**src/rtl/vend_pkg.sv**
```systemverilog
// Shared types for the vending controller: FSM states and coin codes.
package vend_pkg;

   typedef enum logic [1:0] {
      IDLE     = 2'b00,
      DISPENSE = 2'b01,
      REFUND   = 2'b10
   } state_e;

   typedef enum logic [1:0] {
      COIN_NONE     = 2'b00,
      COIN_CIRCLE   = 2'b01,
      COIN_TRIANGLE = 2'b10,
      COIN_PENTAGON = 2'b11
   } coin_e;

endpackage

```
**src/rtl/param_vending_fsm_if.sv**
```systemverilog
// Vending controller bus: coin acceptor / refund button / dispenser side.
// master: drives coin, refund, drop_ack; slave (the controller) drives
// credit, drop, change, coin_reject.
interface param_vending_fsm_if #(
   parameter int unsigned CREDIT_W = 4
);
   logic [1:0]          coin;
   logic                refund;
   logic                drop_ack;
   logic [CREDIT_W-1:0] credit;
   logic                drop;
   logic                change;
   logic                coin_reject;

   modport master (
      output coin, refund, drop_ack,
      input  credit, drop, change, coin_reject
   );

   modport slave (
      input  coin, refund, drop_ack,
      output credit, drop, change, coin_reject
   );
endinterface

```
**src/rtl/vend_credit_reg.sv**
```systemverilog
// Credit holding register with synchronous active-low clear and load enable.
// Ports: i_clock, i_reset_n (sync clear), i_load, i_d -> o_q.
module vend_credit_reg #(
   parameter int unsigned CREDIT_W = 4
) (
   input  logic                i_clock,
   input  logic                i_reset_n,
   input  logic                i_load,
   input  logic [CREDIT_W-1:0] i_d,
   output logic [CREDIT_W-1:0] o_q
);

   logic [CREDIT_W-1:0] r_q;

   always_ff @(posedge i_clock) begin
      if (!i_reset_n) begin
         r_q <= '0;
      end else if (i_load) begin
         r_q <= i_d;
      end
   end

   assign o_q = r_q;

endmodule

```
**src/rtl/param_vending_fsm.sv**
```systemverilog
// Coin-operated vending controller: accumulates credit, dispenses one item
// per PRICE with a drop handshake, rejects overflowing coins, refunds
// leftover credit one unit per cycle.
// Ports: clock, reset_n (sync, active-low), bus (slave side: coin, refund,
// drop_ack in; credit, drop, change, coin_reject out).
module param_vending_fsm
   import vend_pkg::*;
#(
   parameter int unsigned CREDIT_W     = 4,
   parameter int unsigned PRICE        = 4,
   parameter int unsigned VAL_CIRCLE   = 1,
   parameter int unsigned VAL_TRIANGLE = 3,
   parameter int unsigned VAL_PENTAGON = 5
) (
   input  logic                 clock,
   input  logic                 reset_n,
   param_vending_fsm_if.slave   bus
);

   localparam int unsigned SUM_W      = CREDIT_W + 1;
   localparam int unsigned MAX_CREDIT = (1 << CREDIT_W) - 1;

   if (PRICE == 0 || PRICE > MAX_CREDIT || VAL_CIRCLE > MAX_CREDIT ||
       VAL_TRIANGLE > MAX_CREDIT || VAL_PENTAGON > MAX_CREDIT) begin : g_param_check
      $error("param_vending_fsm: PRICE must be 1..2**CREDIT_W-1 and coin values <= 2**CREDIT_W-1");
   end

   state_e              r_state;
   state_e              w_state_next;
   logic                r_coin_reject;
   logic                w_coin_reject_next;
   logic [CREDIT_W-1:0] w_credit;
   logic [CREDIT_W-1:0] w_credit_next;
   logic                w_credit_load;
   logic [SUM_W-1:0]    w_cur;
   logic [SUM_W-1:0]    w_coin_val;
   logic [SUM_W-1:0]    w_base;
   logic [SUM_W-1:0]    w_sum;
   logic                w_coin_ok;
   logic                w_refund_go;
   logic                w_can_buy;

   assign w_cur       = {1'b0, w_credit};
   assign w_refund_go = bus.refund && (w_credit != '0);
   assign w_can_buy   = (w_cur >= SUM_W'(PRICE));

   // Coin code to credit value.
   always_comb begin
      w_coin_val = '0;
      case (bus.coin)
         COIN_CIRCLE:   w_coin_val = SUM_W'(VAL_CIRCLE);
         COIN_TRIANGLE: w_coin_val = SUM_W'(VAL_TRIANGLE);
         COIN_PENTAGON: w_coin_val = SUM_W'(VAL_PENTAGON);
         default:       w_coin_val = '0;
      endcase
   end

   // State register and registered reject flag.
   always_ff @(posedge clock) begin
      if (!reset_n) begin
         r_state       <= IDLE;
         r_coin_reject <= 1'b0;
      end else begin
         r_state       <= w_state_next;
         r_coin_reject <= w_coin_reject_next;
      end
   end

   // Next-state logic.
   always_comb begin
      w_state_next = r_state;
      case (r_state)
         IDLE: begin
            if (w_refund_go) begin
               w_state_next = REFUND;
            end else if (w_can_buy) begin
               w_state_next = DISPENSE;
            end
         end
         DISPENSE: begin
            if (bus.drop_ack) begin
               w_state_next = IDLE;
            end
         end
         REFUND: begin
            // Leave on the edge that takes credit from 1 to 0.
            if (w_credit <= CREDIT_W'(1)) begin
               w_state_next = IDLE;
            end
         end
         default: w_state_next = IDLE;
      endcase
   end

   // Next-credit logic: pick a base, then credit the coin only if it fits.
   always_comb begin
      w_base    = w_cur;
      w_coin_ok = 1'b0;
      case (r_state)
         IDLE: begin
            if (w_refund_go) begin
               w_base    = w_cur;
               w_coin_ok = 1'b0;
            end else begin
               w_base    = w_can_buy ? (w_cur - SUM_W'(PRICE)) : w_cur;
               w_coin_ok = 1'b1;
            end
         end
         DISPENSE: begin
            w_base    = w_cur;
            w_coin_ok = 1'b1;
         end
         REFUND: begin
            w_base    = (w_cur != '0) ? (w_cur - SUM_W'(1)) : '0;
            w_coin_ok = 1'b0;
         end
         default: begin
            w_base    = '0;
            w_coin_ok = 1'b0;
         end
      endcase

      w_sum = w_base + w_coin_val;
      if (w_coin_ok && (w_sum > SUM_W'(MAX_CREDIT))) begin
         w_coin_ok = 1'b0;
      end

      w_credit_next      = w_coin_ok ? CREDIT_W'(w_sum) : CREDIT_W'(w_base);
      w_credit_load      = (w_credit_next != w_credit);
      w_coin_reject_next = (bus.coin != COIN_NONE) && !w_coin_ok;
   end

   vend_credit_reg #(
      .CREDIT_W (CREDIT_W)
   ) u_credit (
      .i_clock   (clock),
      .i_reset_n (reset_n),
      .i_load    (w_credit_load),
      .i_d       (w_credit_next),
      .o_q       (w_credit)
   );

   assign bus.credit      = w_credit;
   assign bus.drop        = (r_state == DISPENSE);
   assign bus.change      = (r_state == REFUND);
   assign bus.coin_reject = r_coin_reject;

endmodule

```
**src/flat_wrapper.sv**
```systemverilog
// flat-port wrapper written by rule: the top's interface ports become plain ports
module param_vending_fsm_flat import vend_pkg::*;
#(
   parameter int unsigned CREDIT_W     = 4,
   parameter int unsigned PRICE        = 4,
   parameter int unsigned VAL_CIRCLE   = 1,
   parameter int unsigned VAL_TRIANGLE = 3,
   parameter int unsigned VAL_PENTAGON = 5
)
  (clock, reset_n, bus_coin, bus_refund, bus_drop_ack, bus_credit, bus_drop, bus_change, bus_coin_reject);
  param_vending_fsm_if #(.CREDIT_W(CREDIT_W)) bus_i ();
  input  logic clock;
  input  logic reset_n;
  input wire logic [$bits(bus_i.coin)-1:0] bus_coin;
  input wire logic [$bits(bus_i.refund)-1:0] bus_refund;
  input wire logic [$bits(bus_i.drop_ack)-1:0] bus_drop_ack;
  output wire logic [$bits(bus_i.credit)-1:0] bus_credit;
  output wire logic [$bits(bus_i.drop)-1:0] bus_drop;
  output wire logic [$bits(bus_i.change)-1:0] bus_change;
  output wire logic [$bits(bus_i.coin_reject)-1:0] bus_coin_reject;
  assign bus_i.coin = bus_coin;
  assign bus_i.refund = bus_refund;
  assign bus_i.drop_ack = bus_drop_ack;
  assign bus_credit = bus_i.credit;
  assign bus_drop = bus_i.drop;
  assign bus_change = bus_i.change;
  assign bus_coin_reject = bus_i.coin_reject;
  param_vending_fsm #(.CREDIT_W(CREDIT_W), .PRICE(PRICE), .VAL_CIRCLE(VAL_CIRCLE), .VAL_TRIANGLE(VAL_TRIANGLE), .VAL_PENTAGON(VAL_PENTAGON)) u_core (.clock(clock), .reset_n(reset_n), .bus(bus_i));
endmodule
```
**config.mk**
```make
export PLATFORM = sky130hd
export DESIGN_NAME = param_vending_fsm_flat
export DESIGN_NICKNAME = d
export VERILOG_FILES = /design/src/rtl/vend_pkg.sv /design/src/rtl/param_vending_fsm_if.sv /design/src/rtl/vend_credit_reg.sv /design/src/rtl/param_vending_fsm.sv /design/src/flat_wrapper.sv
export SDC_FILE = /design/constraint.sdc
export NUM_CORES = 1
export LEC_CHECK = 0
export ABC_AREA = 1
export CAP_MARGIN = 20
export CORE_AREA = 2 2 42 44
export DETAILED_ROUTE_END_ITERATION = 6
export DIE_AREA = 0 0 44 46
export MAX_ROUTING_LAYER = met4
export PLACE_DENSITY = 0.66
export SYNTH_ARGS = -nofsm -noshare
export SYNTH_HDL_FRONTEND = slang
export SYNTH_SLANG_ARGS = --single-unit
```
**constraint.sdc**
```tcl
create_clock -name clock -period 2.15 [get_ports clock]
set_input_delay 0.5375 -clock clock [delete_from_list [all_inputs] [get_ports clock]]
set_output_delay 0.5375 -clock clock [all_outputs]
set_load 0.01 [all_outputs]
```
* After elaboration in Yosys (flattened, before gate mapping)
Index checks and enable logic that the tools add are counted.
** Word-level totals
- Bits in registers :: 7
** Operators by class
- Add/sub/neg operators :: 3
- Order comparisons :: 3
- Equal/unequal tests :: 9
- Multiplexer cells :: 14
- Reductions and logical operators :: 9
** Operators with widths (count)
- $mux 5 :: 3
- $pmux 5 s3 :: 1
- $pmux 3 s3 :: 1
- $mux 2 :: 4
- $eq 2x2->1 const B :: 3
- $pmux 2 s3 :: 1
- $add 5x3->5 :: 1
- $gt 5x4->1 const B :: 1
- $reduce_bool 5->1 :: 1
- $sub 4x1->5 const B :: 1
- $sub 4x3->5 const B :: 1
- $eq 2x1->1 const B :: 2
- $ge 4x3->1 const B :: 1
- $le 4x1->1 const B :: 1
- $mux 4 :: 1
- $ne 4x4->1 :: 1
- $reduce_bool 4->1 :: 1
- $logic_and 1x1->1 :: 3
- $ne 3x1->1 const B :: 1
- $reduce_and 3->1 :: 1
- $logic_not 2->1 :: 1
- $mux 1 :: 2
- $ne 2x1->1 const B :: 1
- $ne 2x2->1 const B :: 1
- other kinds (3) :: 3

* Logic depth before layout (Yosys ltp)
- Word-level depth :: 10
- Gate-level depth with buffers :: 15
- Mapped depth without buffers :: 15

* Cells and area by module
From an unflattened synthesis, not the netlist that was laid out.
** Second synthesis, totals
- Cells, all modules :: 138
- Area total of the unflattened synthesis :: 809.5 sq um
** By module, submodules not included
- param_vending_fsm :: instances 1, cells an instance 113, area an instance 643.1 sq um, sequential area each 60.1 sq um
- vend_credit_reg :: instances 1, cells an instance 25, area an instance 166.4 sq um, sequential area each 80.1 sq um

* Worst setup path before layout
No wires, ideal clock.
- Path kind :: flip-flop to flip-flop
- From :: reg u_core.u_credit.r_q[2] (netlist: u_core.u_credit.o_q[2])
- To :: reg u_core.u_credit.r_q[1] (netlist: u_core.u_credit.o_q[1])
- Library setup time :: 0.114 ns
- Arrival time :: 1.841 ns
- Data required time :: 2.036 ns
- Slack :: 0.195 ns
- Cell stages (with the launch flop) :: 13
- Period minus slack after synthesis :: 1.955 ns
- Cell sequence :: dfxtp_1 > nor2_4 > a21oi_2 > inv_1 > o21ai_1 > ha_1 > fa_1 > nand2_1 > nand2_1 > nand3_4 > nand2_4 > nor2_1 > nor2_2
** Between the ends
- Cells in the longest elaborated chain, start to end :: 10
- Elaborated cells on any way between the ends :: 18
- Those cells by class :: add/sub (3); order compare (2); eq/ne (1); mux (8); reduce/logical (4)
** RTL lines
- start: declaration :: RTL line vend_credit_reg.sv:13 : logic [CREDIT_W-1:0] r_q;
- start signal: assignment :: RTL line vend_credit_reg.sv:19 : r_q <= i_d;
- $sub 4x3->5 (tied with other cells) :: RTL line param_vending_fsm.sv:105 : w_base = w_can_buy ? (w_cur - SUM_W'(PRICE)) : w_cur;
- $mux 5 or $logic_and 1x1->1 (tied branches) :: RTL line param_vending_fsm.sv:105, param_vending_fsm.sv:44
- $mux 5 :: RTL line param_vending_fsm.sv:101 : if (w_refund_go) begin
- $pmux 5 s3 :: RTL line param_vending_fsm.sv:99 : case (r_state)
- $add 5x3->5 :: RTL line param_vending_fsm.sv:123 : w_sum = w_base + w_coin_val;
- $gt 5x4->1 :: RTL line param_vending_fsm.sv:124 : if (w_coin_ok && (w_sum > SUM_W'(MAX_CREDIT))) begin
- $logic_and 1x1->1 :: RTL line param_vending_fsm.sv:124
- $mux 1 :: RTL line param_vending_fsm.sv:124
- $mux 4 :: RTL line param_vending_fsm.sv:128 : w_credit_next = w_coin_ok ? CREDIT_W'(w_sum) : CREDIT_W'(w_base);
- $ne 4x4->1 :: RTL line param_vending_fsm.sv:129 : w_credit_load = (w_credit_next != w_credit);
Several ways; a longest one is shown, not always the timed one.
A chain may end at the register's enable or synchronous reset.

* Final worst setup path
- From :: in bus_coin[0]
- To :: reg u_core.u_credit.r_q[0] (netlist: u_core.u_credit.o_q[0])
** Between the ends
- Cells in the longest elaborated chain, start to end :: 8
- Elaborated cells on any way between the ends :: 10
- Those cells by class :: add/sub (1); order compare (1); eq/ne (4); mux (3); reduce/logical (1)
** RTL lines
- start: declaration :: RTL line flat_wrapper.sv:14 : input wire logic [$bits(bus_i.coin)-1:0] bus_coin;
- $eq 2x2->1 or $eq 2x1->1 (tied branches) :: RTL line param_vending_fsm.sv:50 : case (bus.coin)
- $pmux 3 s3 (*) :: RTL line param_vending_fsm.sv:50
- $add 5x3->5 (*) :: RTL line param_vending_fsm.sv:123
- $gt 5x4->1 :: RTL line param_vending_fsm.sv:124
- $logic_and 1x1->1 :: RTL line param_vending_fsm.sv:124
- $mux 1 :: RTL line param_vending_fsm.sv:124
- $mux 4 (*) :: RTL line param_vending_fsm.sv:128
- $ne 4x4->1 :: RTL line param_vending_fsm.sv:129
Mark *: on every way between the ends. The rest lies on a longest branch, timed or not.

==> results <==
[metal layers]
| layer | vias to the layer above | wire, µm | GRT usage, % |
|---|---|---|---|
| li1 | 349 | - | - |
| met1 | 288 | 518 | 15.51 |
| met2 | 10 | 741 | 29.12 |
| met3 | 2 | 28 | 2.381 |
| met4 | 0 | 19 | 12.73 |
| met5 | - | 0 | - |
[cell usage after synthesis]
| master | n | area [µm²] |
|---|---|---|
| nand4_1 | 2 | 12.51 |
| fa_1 | 1 | 20.02 |
| inv_1 | 14 | 52.55 |
| dfxtp_1 | 7 | 140.1 |
| nand3_4 | 1 | 17.52 |
| inv_4 | 1 | 6.260 |
| inv_2 | 5 | 18.77 |
| nor3_2 | 1 | 10.01 |
| a21oi_2 | 2 | 17.52 |
| nor2_2 | 1 | 6.260 |
| nand2_1 | 20 | 75.07 |
| a21oi_1 | 3 | 15.01 |
| o21ai_0 | 1 | 5.000 |
| nor2_1 | 8 | 30.03 |
| o21ai_1 | 1 | 5.000 |
| a21boi_1 | 1 | 7.510 |
| ha_1 | 3 | 37.54 |
| or2_0 | 1 | 6.260 |
| nand2_4 | 4 | 45.04 |
| nand3_1 | 7 | 35.03 |
| a211oi_1 | 1 | 7.510 |
| nor2_4 | 2 | 22.52 |
| nand2_2 | 5 | 31.28 |
| o21ai_2 | 1 | 8.760 |
| xnor2_1 | 1 | 8.760 |
[registers in the layout (all words and copies together) (netlist names)]
register	cells
u_core.u_credit.o_q	4
u_core.bus.coin_reject	1
u_core.r_state	2
[cell families (layout without fill, tap and decap cells)]
kind of cell | count (synthesis) | in the layout | synth area share (%)
AO/OA/AOI/OAI | 10 | 10 | 10.33
XOR/XNOR | 1 | 1 | 1.365
adder cells (fa/ha/maj) | 4 | 4 | 8.968
buffers and inverters | 20 | 48 | 12.09
flip-flops | 7 | 7 | 21.83
AND/OR/NAND/NOR | 52 | 52 | 45.42
[through the flow]
| stage | cell area [µm²] | instances | hold slack [ps] |
|---|---|---|---|
| 6_report | 919.6 | 139 | 667.3 |
| 5_1_grt | 919.6 | 139 | 721.7 |
| 4_1_cts | 904.6 | 139 | 699.9 |
| 3_5_place_dp | 873.3 | 135 | 689.6 |
| 3_3_place_gp | 873.3 | 135 | 691.6 |
| 2_1_floorplan | 641.9 | 94 | 643.6 |
[tightest hold or removal path, cell delays in order, from the launching register on]
cell     delay [ps]
dfxtp_2         350
nand2_2          90
a21oi_2          40
inv_1            80
a21oi_1          60
[power groups by stage]
stage | clock (mW) | combinational [mW] | sequential [mW]
after floorplan | 0 | 0.554 | 0.251
after global placement | 0 | 0.865 | 0.231
after detailed placement | 0 | 0.873 | 0.232
after CTS | 0.121 | 0.889 | 0.229
after global routing | 0.129 | 0.982 | 0.238
final | 0.113 | 0.882 | 0.233
[path summary, 6_finish.rpt]
check / to / depth (start not counted)
worst max-delay path: u_core.u_credit.o_q[0] / 11
worst min-delay path: u_core.r_state[1] / 4
worst max register to register: u_core.u_credit.o_q[0] / 13
worst min register to register: u_core.r_state[1] / 4
[cell type report]
| type | count | area, µm² |
|---|---|---|
| clock buffer | 4 | 26.28 |
| fill | 155 | 694.4 |
| inverter | 20 | 77.57 |
| multi-input combinational | 67 | 436.7 |
| sequential | 7 | 142.6 |
| tap | 17 | 21.27 |
| timing repair buffer | 24 | 215.2 |
[what timing repair did]
item / 4_1_cts / 5_1_grt
pin swaps: 1 / 2
setup buffers: 0 / 0
gates cloned: 0 / 0
endpoints found under the setup margin: 2 / 5
resized for setup: 2 / 7
==> flow_metrics.env <==
export IMPL_fp_dieH_um=46
export IMPL_crit_buf_inv=2
export IMPL_cellPowerDensity_nw_per_um2=1335
export IMPL_hold_violations=0
export IMPL_drtIter0Drc=16
export IMPL_synth_warnings=0
export IMPL_fin_ws_ps=93.19
export IMPL_cts_sinks=7
export IMPL_critPathKind="in2reg"
export IMPL_max_slew_margin_pct=69.47
export IMPL_final_setup_tns_ps=0
export IMPL_final_cell_mix="nand2_1, inv_1, buf_4"
export IMPL_ioPinCount=13
export IMPL_critPathLaunchType="primary input"
export IMPL_min_path_type="reg2reg"
export IMPL_pwr_share_clk_pct=9.2
export IMPL_viasPerCell=4.669
export IMPL_layout_commonest_cell="nand2_1"
export IMPL_routed_via_count=649
export IMPL_syn_inst=94
export IMPL_cts_tree="yes"
export IMPL_hpwl_um=1163
export IMPL_cap_viol_max_count=0
export IMPL_grt_max_degree=7
export IMPL_die_area_um2=2024
export IMPL_crit_start="bus_coin[0]"
export IMPL_syn_num_nets=104
export IMPL_worstPathCellList="clkdlybuf4s50_1 > nor2_2 > inv_1 > ha_1 > fa_2 > nand2_1 > nand2_2 > nand3_4 > nand2_4 > o21ai_2 > nor2_1"
export IMPL_max_vdd_ir_drop_mv=0.6265
export IMPL_fmax_mhz=486.2
export IMPL_postCtsHoldBufs=0
export IMPL_drcViolationCount=0
export IMPL_rsz0062_at_grt="false"
export IMPL_pre_cts_ws_ps=-306.1
export IMPL_fin_crit_sh_pct=95.67
export IMPL_slowest_delay_ps=440
export IMPL_p_int_uw=657.7
export IMPL_cpMaxStageDelayCell="clkdlybuf4s50_1"
export IMPL_endpoint_kind="flip-flop"
export IMPL_ys_types=25
export IMPL_power_leakage_nw=0.4660
export IMPL_port_buffers=12
export IMPL_syn_cell_area_um2=641.9
export IMPL_cts_root_buf="clkbuf_4"
export IMPL_p_switching_uw=570.4
export IMPL_finalSetupViolCount=0
export IMPL_r2r_start="u_core.r_state[1]"
export IMPL_switching_share_pct=46.45
export IMPL_crit_fanout=5
export IMPL_worstPathArrival_ps=2190
export IMPL_grt_pass1_vias=600
export IMPL_total_power_mw=1.228
export IMPL_overflow=0
export IMPL_fin_util_pct=56.98
export IMPL_track_usage_pct=16.24
export IMPL_coreArea_um2=1614
export IMPL_path_delay_family="adder cells"
export IMPL_seqPwrFrac_pct=18.9
export IMPL_worst_pin_slew_ps=453.1
export IMPL_antenna_found_initial=0
export IMPL_fin_skew_ps=3.380
export IMPL_routed_wl_um=1308
export IMPL_yosysSeqAreaShare_pct=21.83
export IMPL_cts_buffer_depth=2
export IMPL_cts_buffers=3
export IMPL_clk_latency_ps=240
export IMPL_final_layout_size_suffix_gt1_share_pct=36.89
export IMPL_start_util_pct=39.77
export IMPL_slew_violations=0
export IMPL_ys_ff_latch=7
export IMPL_areaGrowthSynthToFinish_pct=43.27
export IMPL_period_needed_ps=2057
export IMPL_grt_pass1_wl_um=2221
export IMPL_htree_levels=1
export IMPL_antenna_left=0
export IMPL_row_count=15
export IMPL_place_gp_congestion=0.9188
export IMPL_r2r_slack_ps=210
export IMPL_crit_required_ps=2290
export IMPL_min_from="u_core.r_state[1]"
export IMPL_final_nets=133
export IMPL_wl_per_cell_um=9.410
export IMPL_cts_clk_slew_worst_paths_ps=50
export IMPL_die_w_um=44
export IMPL_combPwrFrac_pct=71.8
export IMPL_status="completed"
export IMPL_diodes=0
export IMPL_synth_avg_cell_area_um2=6.828
export IMPL_firstDrtPassIters=4
Note: power is estimated with default switching activity, not from simulation.
==> edit: new RTL, same settings <==
`CREDIT_W` is set to 4 in 4 places; all go to 5.
--- a/src/rtl/param_vending_fsm_if.sv
+++ b/src/rtl/param_vending_fsm_if.sv
@@ -2,7 +2,7 @@
 // master: drives coin, refund, drop_ack; slave (the controller) drives
 // credit, drop, change, coin_reject.
 interface param_vending_fsm_if #(
-   parameter int unsigned CREDIT_W = 4
+   parameter int unsigned CREDIT_W = 5
 );
    logic [1:0]          coin;
    logic                refund;
--- a/src/rtl/vend_credit_reg.sv
+++ b/src/rtl/vend_credit_reg.sv
@@ -1,7 +1,7 @@
 // Credit holding register with synchronous active-low clear and load enable.
 // Ports: i_clock, i_reset_n (sync clear), i_load, i_d -> o_q.
 module vend_credit_reg #(
-   parameter int unsigned CREDIT_W = 4
+   parameter int unsigned CREDIT_W = 5
 ) (
    input  logic                i_clock,
    input  logic                i_reset_n,
--- a/src/rtl/param_vending_fsm.sv
+++ b/src/rtl/param_vending_fsm.sv
@@ -6,7 +6,7 @@
 module param_vending_fsm
    import vend_pkg::*;
 #(
-   parameter int unsigned CREDIT_W     = 4,
+   parameter int unsigned CREDIT_W     = 5,
    parameter int unsigned PRICE        = 4,
    parameter int unsigned VAL_CIRCLE   = 1,
    parameter int unsigned VAL_TRIANGLE = 3,
--- a/src/flat_wrapper.sv
+++ b/src/flat_wrapper.sv
@@ -1,7 +1,7 @@
 // flat-port wrapper written by rule: the top's interface ports become plain ports
 module param_vending_fsm_flat import vend_pkg::*;
 #(
-   parameter int unsigned CREDIT_W     = 4,
+   parameter int unsigned CREDIT_W     = 5,
    parameter int unsigned PRICE        = 4,
    parameter int unsigned VAL_CIRCLE   = 1,
    parameter int unsigned VAL_TRIANGLE = 3,
Ports: changed (resized bus_credit); port bits go from 13 to 14. No check against the original RTL was run, so the function may have changed too.
==> edit against the original RTL <==
- the run now fails in global routing
- area after synthesis up 51%
- synthesized cell count up 47%
==> edit: results <==
[clock_network]
clockBufferDepth = 2
numCtsBuffers = 3
cts_root_buf = clkbuf_4
ctsHtreeMaxLevel = 1

[yosys]
synthArstFlopShare_pct = 0
synthCells = 138
netlist_top_cells_area = dfxtp_1 (17%), ha_1 (12%), nand2_1 (11%)
yosysSeqAreaShare_pct = 16.5
synth_top_cells_by_count = nand2_1 (28), inv_1 (24), nand3_1 (16)
synth_fp_nets = 154
synthFlopType = dfxtp_1
ys_ff_latch = 8
synth_edf_count = 0
synth_warnings = 0
ys_types = 28

[place]
place_congestion = 0.895
portBuffers = 13
place_area_mm2 = 0.00146
hpwl_mm = 2.46
placed_cells = 203

[status]
status = stopped before the end
stop_stage = global routing
firstError = [ERROR DPL-0038] Utilization greater than 100%, impossible to legalize

[global_route]
grt_max_degree = 8
## edit: cells by family after synthesis
logic type	count (synthesis)	synth area share [%]
buffers and inverters	26	10.3
DFF	8	16.5
and+or+nand+nor	79	48.1
AOI/OAI and AO/OA	13	9.56
xor gates and xnor gates	2	1.81
adders and majority gates	10	13.7
## edit: timing repair
item                       4_1_cts
gates resized for setup          8
pin swaps                       13
setup endpoints to repair        7
setup buffers                    6
## edit: metrics by stage
stage | setup WS (ps) | setup TNS [ps]
after detailed placement | -621 | -3680
after CTS | -377 | -2040
after global placement | -510 | -3010
after floorplan | -183 | -1060
